==> src/rtl/mgt_01_booth_multiplier_pkg.sv <==
// -----------------------------------------------------------------------------
// mgt_01_booth_multiplier_pkg
// Shared types for the MicroGT-01 iterative Booth radix-4 multiplier:
//   mul_ops_e   - RV32M multiply flavour (low half, or high half with a
//                 given signedness of rs1/rs2)
//   fu_state_e  - functional-unit occupancy reported to the issue logic
//   mul_state_e - multiplier control FSM states
//   iter_f      - number of radix-4 recode steps for a given XLEN
// -----------------------------------------------------------------------------
package mgt_01_booth_multiplier_pkg;

    typedef enum logic [1:0] {
        MUL_    = 2'd0,
        MULH_   = 2'd1,
        MULHSU_ = 2'd2,
        MULHU_  = 2'd3
    } mul_ops_e;

    typedef enum logic {
        FREE = 1'b0,
        BUSY = 1'b1
    } fu_state_e;

    typedef enum logic [1:0] {
        IDLE    = 2'd0,
        COMPUTE = 2'd1,
        DONE    = 2'd2
    } mul_state_e;

    // Operands are extended to XLEN+2 bits, and each radix-4 step retires
    // two multiplier bits.
    function automatic int iter_f(input int xlen);
        return (xlen + 2) / 2;
    endfunction

endpackage

==> src/rtl/mgt_01_booth_r4_step.sv <==
// -----------------------------------------------------------------------------
// mgt_01_booth_r4_step
// One combinational radix-4 Booth step: recode {a_i[1:0], l_i}, add the
// selected multiple of the multiplicand to the partial product, then
// arithmetic-shift {P, A, L} right by two bits.
//   p_i/p_o  XLEN+3  partial product (signed)
//   a_i/a_o  XLEN+2  multiplier / low product bits
//   l_i/l_o  1       previous multiplier bit
//   b_i      XLEN+2  extended multiplicand (signed)
// -----------------------------------------------------------------------------
module mgt_01_booth_r4_step #(
    parameter int XLEN = 32
) (
    input  logic [XLEN+2:0] p_i,
    input  logic [XLEN+1:0] a_i,
    input  logic            l_i,
    input  logic [XLEN+1:0] b_i,
    output logic [XLEN+2:0] p_o,
    output logic [XLEN+1:0] a_o,
    output logic            l_o
);

    logic [XLEN+2:0] b_x1;
    logic [XLEN+2:0] b_x2;
    logic [XLEN+2:0] sum;

    // |B| <= 2^XLEN, so both multiples fit in XLEN+3 signed bits.
    assign b_x1 = {b_i[XLEN+1], b_i};
    assign b_x2 = {b_i, 1'b0};

    always_comb begin
        sum = p_i;
        unique case ({a_i[1:0], l_i})
            3'b001, 3'b010: sum = p_i + b_x1;
            3'b011:         sum = p_i + b_x2;
            3'b100:         sum = p_i - b_x2;
            3'b101, 3'b110: sum = p_i - b_x1;
            default:        sum = p_i;
        endcase
    end

    assign p_o = {{2{sum[XLEN+2]}}, sum[XLEN+2:2]};
    assign a_o = {sum[1:0], a_i[XLEN+1:2]};
    assign l_o = a_i[1];

endmodule

==> src/rtl/mgt_01_booth_multiplier.sv <==
// -----------------------------------------------------------------------------
// mgt_01_booth_multiplier
// Iterative Booth radix-4 multiplier, one operation in flight.
//   clk_i, rst_i (async, active high), clk_en_i (stall when low)
//   kill_i                     flush of the in-flight operation
//   valid_i/ready_o            request handshake
//   operation_i, operand_a_i, operand_b_i, tag_i
//   valid_o/ready_i            result handshake
//   result_o, tag_o            selected product half and its tag
//   fu_state_o                 FREE in IDLE, BUSY otherwise
//
// Handshake: a transfer happens on a rising edge where valid, ready and
// clk_en_i are all high; the producer holds its payload until then and
// valid_o/result_o/tag_o stay stable until the result is retired.
// kill_i (with clk_en_i) beats both accept and retire.
// -----------------------------------------------------------------------------
module mgt_01_booth_multiplier
    import mgt_01_booth_multiplier_pkg::*;
#(
    parameter int XLEN       = 32,
    parameter int TAG_W      = 4,
    parameter int EARLY_ZERO = 1
) (
    input  logic             clk_i,
    input  logic             rst_i,
    input  logic             clk_en_i,
    input  logic             kill_i,
    input  logic             valid_i,
    output logic             ready_o,
    input  mul_ops_e         operation_i,
    input  logic [XLEN-1:0]  operand_a_i,
    input  logic [XLEN-1:0]  operand_b_i,
    input  logic [TAG_W-1:0] tag_i,
    output logic             valid_o,
    input  logic             ready_i,
    output logic [XLEN-1:0]  result_o,
    output logic [TAG_W-1:0] tag_o,
    output fu_state_e        fu_state_o
);

    localparam int ITER  = iter_f(XLEN);
    localparam int CNT_W = $clog2(ITER + 1);

    mul_state_e       state_q;
    mul_ops_e         op_q;
    logic [XLEN+2:0]  p_q;
    logic [XLEN+1:0]  a_q;
    logic             l_q;
    logic [XLEN+1:0]  b_q;
    logic [CNT_W-1:0] cnt_q;
    logic [TAG_W-1:0] tag_pend_q;
    logic             valid_q;
    logic [XLEN-1:0]  result_q;
    logic [TAG_W-1:0] tag_q;

    logic [XLEN+2:0]    p_d;
    logic [XLEN+1:0]    a_d;
    logic               l_d;
    logic [XLEN+1:0]    a_ext;
    logic [XLEN+1:0]    b_ext;
    logic [2*XLEN+4:0]  prod;
    logic [XLEN-1:0]    result_d;
    logic               accept;
    logic               retire;
    logic               zero_fast;
    logic               unused_prod;

    mgt_01_booth_r4_step #(.XLEN(XLEN)) u_step (
        .p_i (p_q),
        .a_i (a_q),
        .l_i (l_q),
        .b_i (b_q),
        .p_o (p_d),
        .a_o (a_d),
        .l_o (l_d)
    );

    // Signedness comes entirely from operand extension: the Booth engine
    // always multiplies two signed XLEN+2-bit values.
    assign a_ext = (operation_i == MULHU_)
                 ? {2'b00, operand_a_i}
                 : {{2{operand_a_i[XLEN-1]}}, operand_a_i};
    assign b_ext = (operation_i == MULHSU_ || operation_i == MULHU_)
                 ? {2'b00, operand_b_i}
                 : {{2{operand_b_i[XLEN-1]}}, operand_b_i};

    assign zero_fast = (EARLY_ZERO != 0) &&
                       ((operand_a_i == '0) || (operand_b_i == '0));

    // Product after the final step; only the low 2*XLEN bits are meaningful.
    assign prod        = {p_d, a_d};
    assign result_d    = (op_q == MUL_) ? prod[XLEN-1:0] : prod[2*XLEN-1:XLEN];
    assign unused_prod = ^prod[2*XLEN+4:2*XLEN];

    assign ready_o = ((state_q == IDLE) || (state_q == DONE && ready_i)) && !kill_i;
    assign accept  = valid_i && ready_o && clk_en_i;
    assign retire  = valid_q && ready_i && clk_en_i;

    assign valid_o    = valid_q;
    assign result_o   = result_q;
    assign tag_o      = tag_q;
    assign fu_state_o = (state_q == IDLE) ? FREE : BUSY;

    always_ff @(posedge clk_i or posedge rst_i) begin
        if (rst_i) begin
            state_q    <= IDLE;
            op_q       <= MUL_;
            p_q        <= '0;
            a_q        <= '0;
            l_q        <= 1'b0;
            b_q        <= '0;
            cnt_q      <= '0;
            tag_pend_q <= '0;
            valid_q    <= 1'b0;
            result_q   <= '0;
            tag_q      <= '0;
        end else if (clk_en_i) begin
            if (kill_i) begin
                state_q <= IDLE;
                valid_q <= 1'b0;
            end else begin
                if (retire) begin
                    state_q <= IDLE;
                    valid_q <= 1'b0;
                end
                // accept only in IDLE/DONE, so it never collides with a step
                if (accept) begin
                    op_q       <= operation_i;
                    p_q        <= '0;
                    a_q        <= b_ext;
                    l_q        <= 1'b0;
                    b_q        <= a_ext;
                    cnt_q      <= '0;
                    tag_pend_q <= tag_i;
                    if (zero_fast) begin
                        state_q  <= DONE;
                        valid_q  <= 1'b1;
                        result_q <= '0;
                        tag_q    <= tag_i;
                    end else begin
                        state_q <= COMPUTE;
                    end
                end
                if (state_q == COMPUTE) begin
                    p_q   <= p_d;
                    a_q   <= a_d;
                    l_q   <= l_d;
                    cnt_q <= cnt_q + CNT_W'(1);
                    if (cnt_q == CNT_W'(ITER - 1)) begin
                        state_q  <= DONE;
                        valid_q  <= 1'b1;
                        result_q <= result_d;
                        tag_q    <= tag_pend_q;
                    end
                end
            end
        end
    end

endmodule

==> config.mk <==
export PLATFORM = sky130hd
export DESIGN_NAME = mgt_01_booth_multiplier
export DESIGN_NICKNAME = d
export VERILOG_FILES = /design/src/rtl/mgt_01_booth_multiplier_pkg.sv /design/src/rtl/mgt_01_booth_r4_step.sv /design/src/rtl/mgt_01_booth_multiplier.sv
export SDC_FILE = /design/constraint.sdc
export NUM_CORES = 1
export LEC_CHECK = 0
export BUFFER_PORTS_ARGS = -buffer_cell sky130_fd_sc_hd__buf_2
export CORE_MARGIN = 8
export CORE_UTILIZATION = 40
export CTS_BUF_LIST = sky130_fd_sc_hd__clkbuf_8
export CTS_CLUSTER_SIZE = 20
export DETAILED_ROUTE_END_ITERATION = 6
export PLACE_DENSITY_LB_ADDON = 0.1
export SLEW_MARGIN = 20
export SYNTH_ARGS = -nofsm -noshare
export SYNTH_HDL_FRONTEND = slang
export SYNTH_SLANG_ARGS = --single-unit
==> constraint.sdc <==
create_clock -name clk_i -period 4.7 [get_ports clk_i]
set_clock_uncertainty 0.1 [all_clocks]
set_input_delay 0.705 -clock clk_i [delete_from_list [all_inputs] [get_ports clk_i]]
set_output_delay 0.705 -clock clk_i [all_outputs]
set_load 0.02 [all_outputs]
==> results.md <==
* Outcome: finished, final reports clean
* Place WS at -0.1023 ns
* Syn nets at ~1700
* CTS tree: yes
* Total grt overflow at 0
* Dominant synthesized flop cell: dfrtp_1
* Port-buffer cells at about 110
* Top-count cell post-synth: nand2_1
* Synth Register Bits at 151
* RSZ-0062 raised after global routing: true
* Clock transition at path regs at approximately 0.09 ns
* Worst-margin pin slew at 0.9122 ns
* Post-synth ARST share at 100.0%
* Die Wd at 188.6 um
* Number of synthesized flops with an enable pin at 0
* Area after DPL at 13450 um^2
* Vias per cell at roughly 5.8
* Critical path class: reg -> reg
* Slew margin rel. at 39.19%
* Peak supply drop at a little over 0.0003 V
* Main combinational cell family by area after synthesis: compound AO/OA/AOI/OAI gates
* Internal power at 0.004850 W
* Switching pwr at roughly 0.0049 W
* Vias at ~12000
* Slew Viols, Final at 0
* Netlist Area Pre-Place at 11920 um^2
* # fillers at 3039
* Cells after Synth at between 1500 and 2000
* Area taken by flip-flops and latches at 3779 um^2
* Layout cells sized above 1 at 18.57%
* DP Wirelength at around 32000 um
* Setup-failing EPs final at 0
* RePlAce Congestion at between 0.9 and 1
* Antenna violations before repair at 0
* Synth top area cells: dfrtp_1 (32%), nand2_1 (9.2%), ha_1 (7.8%), xnor2_1 (4.9%), a21oi_1 (4.7%)
* Reg power frac at 21.0%
* Multi-input gate area at 7840 um^2
* DR iter-0 viols at 903
* Most frequent cells after synthesis: nand2_1 (291), dfrtp_1 (151), nor2_1 (118), a21oi_1 (112), o21ai_0 (112)
* Post-Route WL at 43090 um
* Grt met2 use at 37.37%
* Cell row count at between 60 and 70
* Post-synthesis sequential area ratio at 31.70%
* Pin count of the biggest net entering global routing at approximately 150
* GR Util met3 at 4.455%
* CTS root buf: clkbuf_8
* Pleak at roughly 6.8 nW
* GR Util met1 at 33.66%
* Die Y at 188.6 um
* Mean Syn Cell Area at 7.832 um^2
* Synth top area share at 31.70%
* Final Critical Period at about 4.5 ns
* Final worst-path cycle share at a little over nine tenths
* Area Overhead vs Synth at 17.47%
* Vias in the first global route at 11625
* First-pass GRT wire length at between 60000 and 70000 um
* Crit Path Max Fanout at 4
* Max-cap violation count at 0
* Crit path DAT at 4.78 ns
* Final-stage net count at around 1800
* Tot GR Track Use at 23.95%
* Area leader, netlist: dfrtp_1
* Reg2reg setup slack at 0.23 ns
* # hold bufs at CTS at 0
* Fin Setup TNS at 0 ns
* Final ANT Viol Nets at 0
* Startpoint types: flop
* Simple-Gate Fraction of Synth Area at between 20% and 30%
* Reg2reg end: result_o[30]$_DFFE_PP0P_
* Post-synthesis mux area share at roughly 1.5%
* Starting Density at 40.43%
* Buffer depth of the longest clock path at 2
* Num CTS Buffers at 17
* H-tree depth at 4
* Comb pwr share at 68.3%
* Number of diodes at 0
* IO Pins at between 100 and 150
* Pwr Total at 0.009764 W
* Hold Slack at 0.2834 ns
* Most used routing layer: met2
* Adder-cell area share of the yosys netlist at 8.103%
* Cell variety after synth at 72
* Clock sinks at 151
* Synth Area in XOR/XNOR at 8.156%
* DR DRC count at 0
* Fin area at 14000 um^2
* Full die area at 35580 um^2
* PwrDens at 697.3 nW/um^2
* Cells on worst reg2reg path at 20
* Hold Violations, Final at 0
* Compound-Gate Fraction of Synth Area at 23.53%
* Core region area at 29480 um^2
* Mean routed wirelength per cell at 20.82 um
* Crit path required time at roughly 5 ns
* Switching power share of the total at 50.32%
* Fmax at 0.2237 GHz
* Reg-to-Reg Start: b_q[1]$_DFFE_PP0P_
* Crit end category: flop
* Worst hold-check path type: in -> async
* Worst setup margin at between 0.2 and 0.25 ns
* Drt first pass iters at 7
* Yosys warning count at 0
* Worst skew pair latency at around 0.5 ns
* Clock group share of total power at between 10% and 20%
==> kinds of logic (layout without fill, tap and decap cells) <==
| family | Yosys count | after routing |
|---|---|---|
| muxes | 17 | 17 |
| AOI/OAI and AO/OA | 438 | 438 |
| adders and majority gates | 76 | 76 |
| and+or+nand+nor | 604 | 604 |
| buffers and inverters | 125 | 283 |
| DFF | 151 | 151 |
| xor gates and xnor gates | 111 | 111 |
==> timing repair <==
| action | in CTS | in global routing |
|---|---|---|
| pin swaps | 1 | 11 |
| resized for setup | 4 | 39 |
| setup buffers | 1 | 2 |
| endpoints found under the setup margin | 15 | 25 |
==> layout by cell type, fill, tap and decap left out, drive strengths merged, types with 32 or more instances in the layout <==
cell type,count
buf,222
xor2,44
xnor2,67
nor2,118
nand2,291
nand3,55
o21ai,115
inv,33
dfrtp,151
a21oi,112
ha,74
a22oi,33
a21o,32
==> stage by stage <==
stage                     utilization [%]  instances
final                               47.50       2070
after global routing                47.50       2070
after CTS                           46.98       2068
after detailed placement            45.63       2037
after global placement              45.63       2037
after floorplan                         -       1522
==> power groups by stage <==
| stage | clock network, W | logic (W) | registers, W |
|---|---|---|---|
| floorplan | 0 | 0.00428 | 0.00186 |
| global placement | 0 | 0.00643 | 0.00206 |
| global route | 0.00110 | 0.00730 | 0.00210 |
| detailed placement | 0 | 0.00642 | 0.00206 |
| finish | 0.00104 | 0.00667 | 0.00205 |
| CTS | 0.00105 | 0.00648 | 0.00204 |
==> flip-flops by register name, indices dropped and copies added (netlist names) <==
signal	cells
l_q	1
cnt_q	5
a_q	34
tag_pend_q	4
valid_o	1
result_o	32
p_q	33
state_q	2
tag_o	4
b_q	33
op_q	2
==> final cells by class <==
type	instances	share of cell area, %
tap	390	3.485
inverter	31	0.8578
clock inverter	12	0.9293
sequential	151	26.99
timing repair buffer	222	9.981
multi-input combinational	1246	55.99
clock buffer	18	1.769
==> worst max-delay path by stage <==
stage                     slack [ns]               start  depth (start not counted)                  endpoint
after global routing           -0.05  b_q[1]$_DFFE_PP0P_                         20  result_o[22]$_DFFE_PP0P_
final                           0.23  b_q[1]$_DFFE_PP0P_                         20  result_o[30]$_DFFE_PP0P_
after floorplan                 0.07  b_q[0]$_DFFE_PP0P_                         20  result_o[31]$_DFFE_PP0P_
after CTS                       0.07  b_q[1]$_DFFE_PP0P_                         20  result_o[30]$_DFFE_PP0P_
after global placement          0.01  b_q[1]$_DFFE_PP0P_                         20  result_o[22]$_DFFE_PP0P_
after detailed placement       -0.10  b_q[1]$_DFFE_PP0P_                         20  result_o[22]$_DFFE_PP0P_
==> critical path: stages (launching register included) <==
cell and delay, ns:
dfrtp_1 0.39, inv_2 0.09, ha_4 0.14, nor3b_4 0.20, and3_4 0.24, nand2_2 0.06, buf_4 0.16, or3_1 0.33
nand2_1 0.09, xor2_1 0.08, ha_1 0.34, and3_1 0.23, nor2b_1 0.19, o311ai_1 0.26, a21oi_2 0.27, o21ai_0 0.12
buf_4 0.17, or3b_2 0.43, a21oi_1 0.22, nor4_1 0.09, o21ai_0 0.17
==> routing by layer <==
layer / vias to the layer above / part of all wire [%]
met5: - / 0
met4: 0 / 1.7
met3: 34 / 6.8
met2: 387 / 45
met1: 5758 / 47
li1: 5740 / -
No activity file was read; power rests on OpenSTA's default activity.
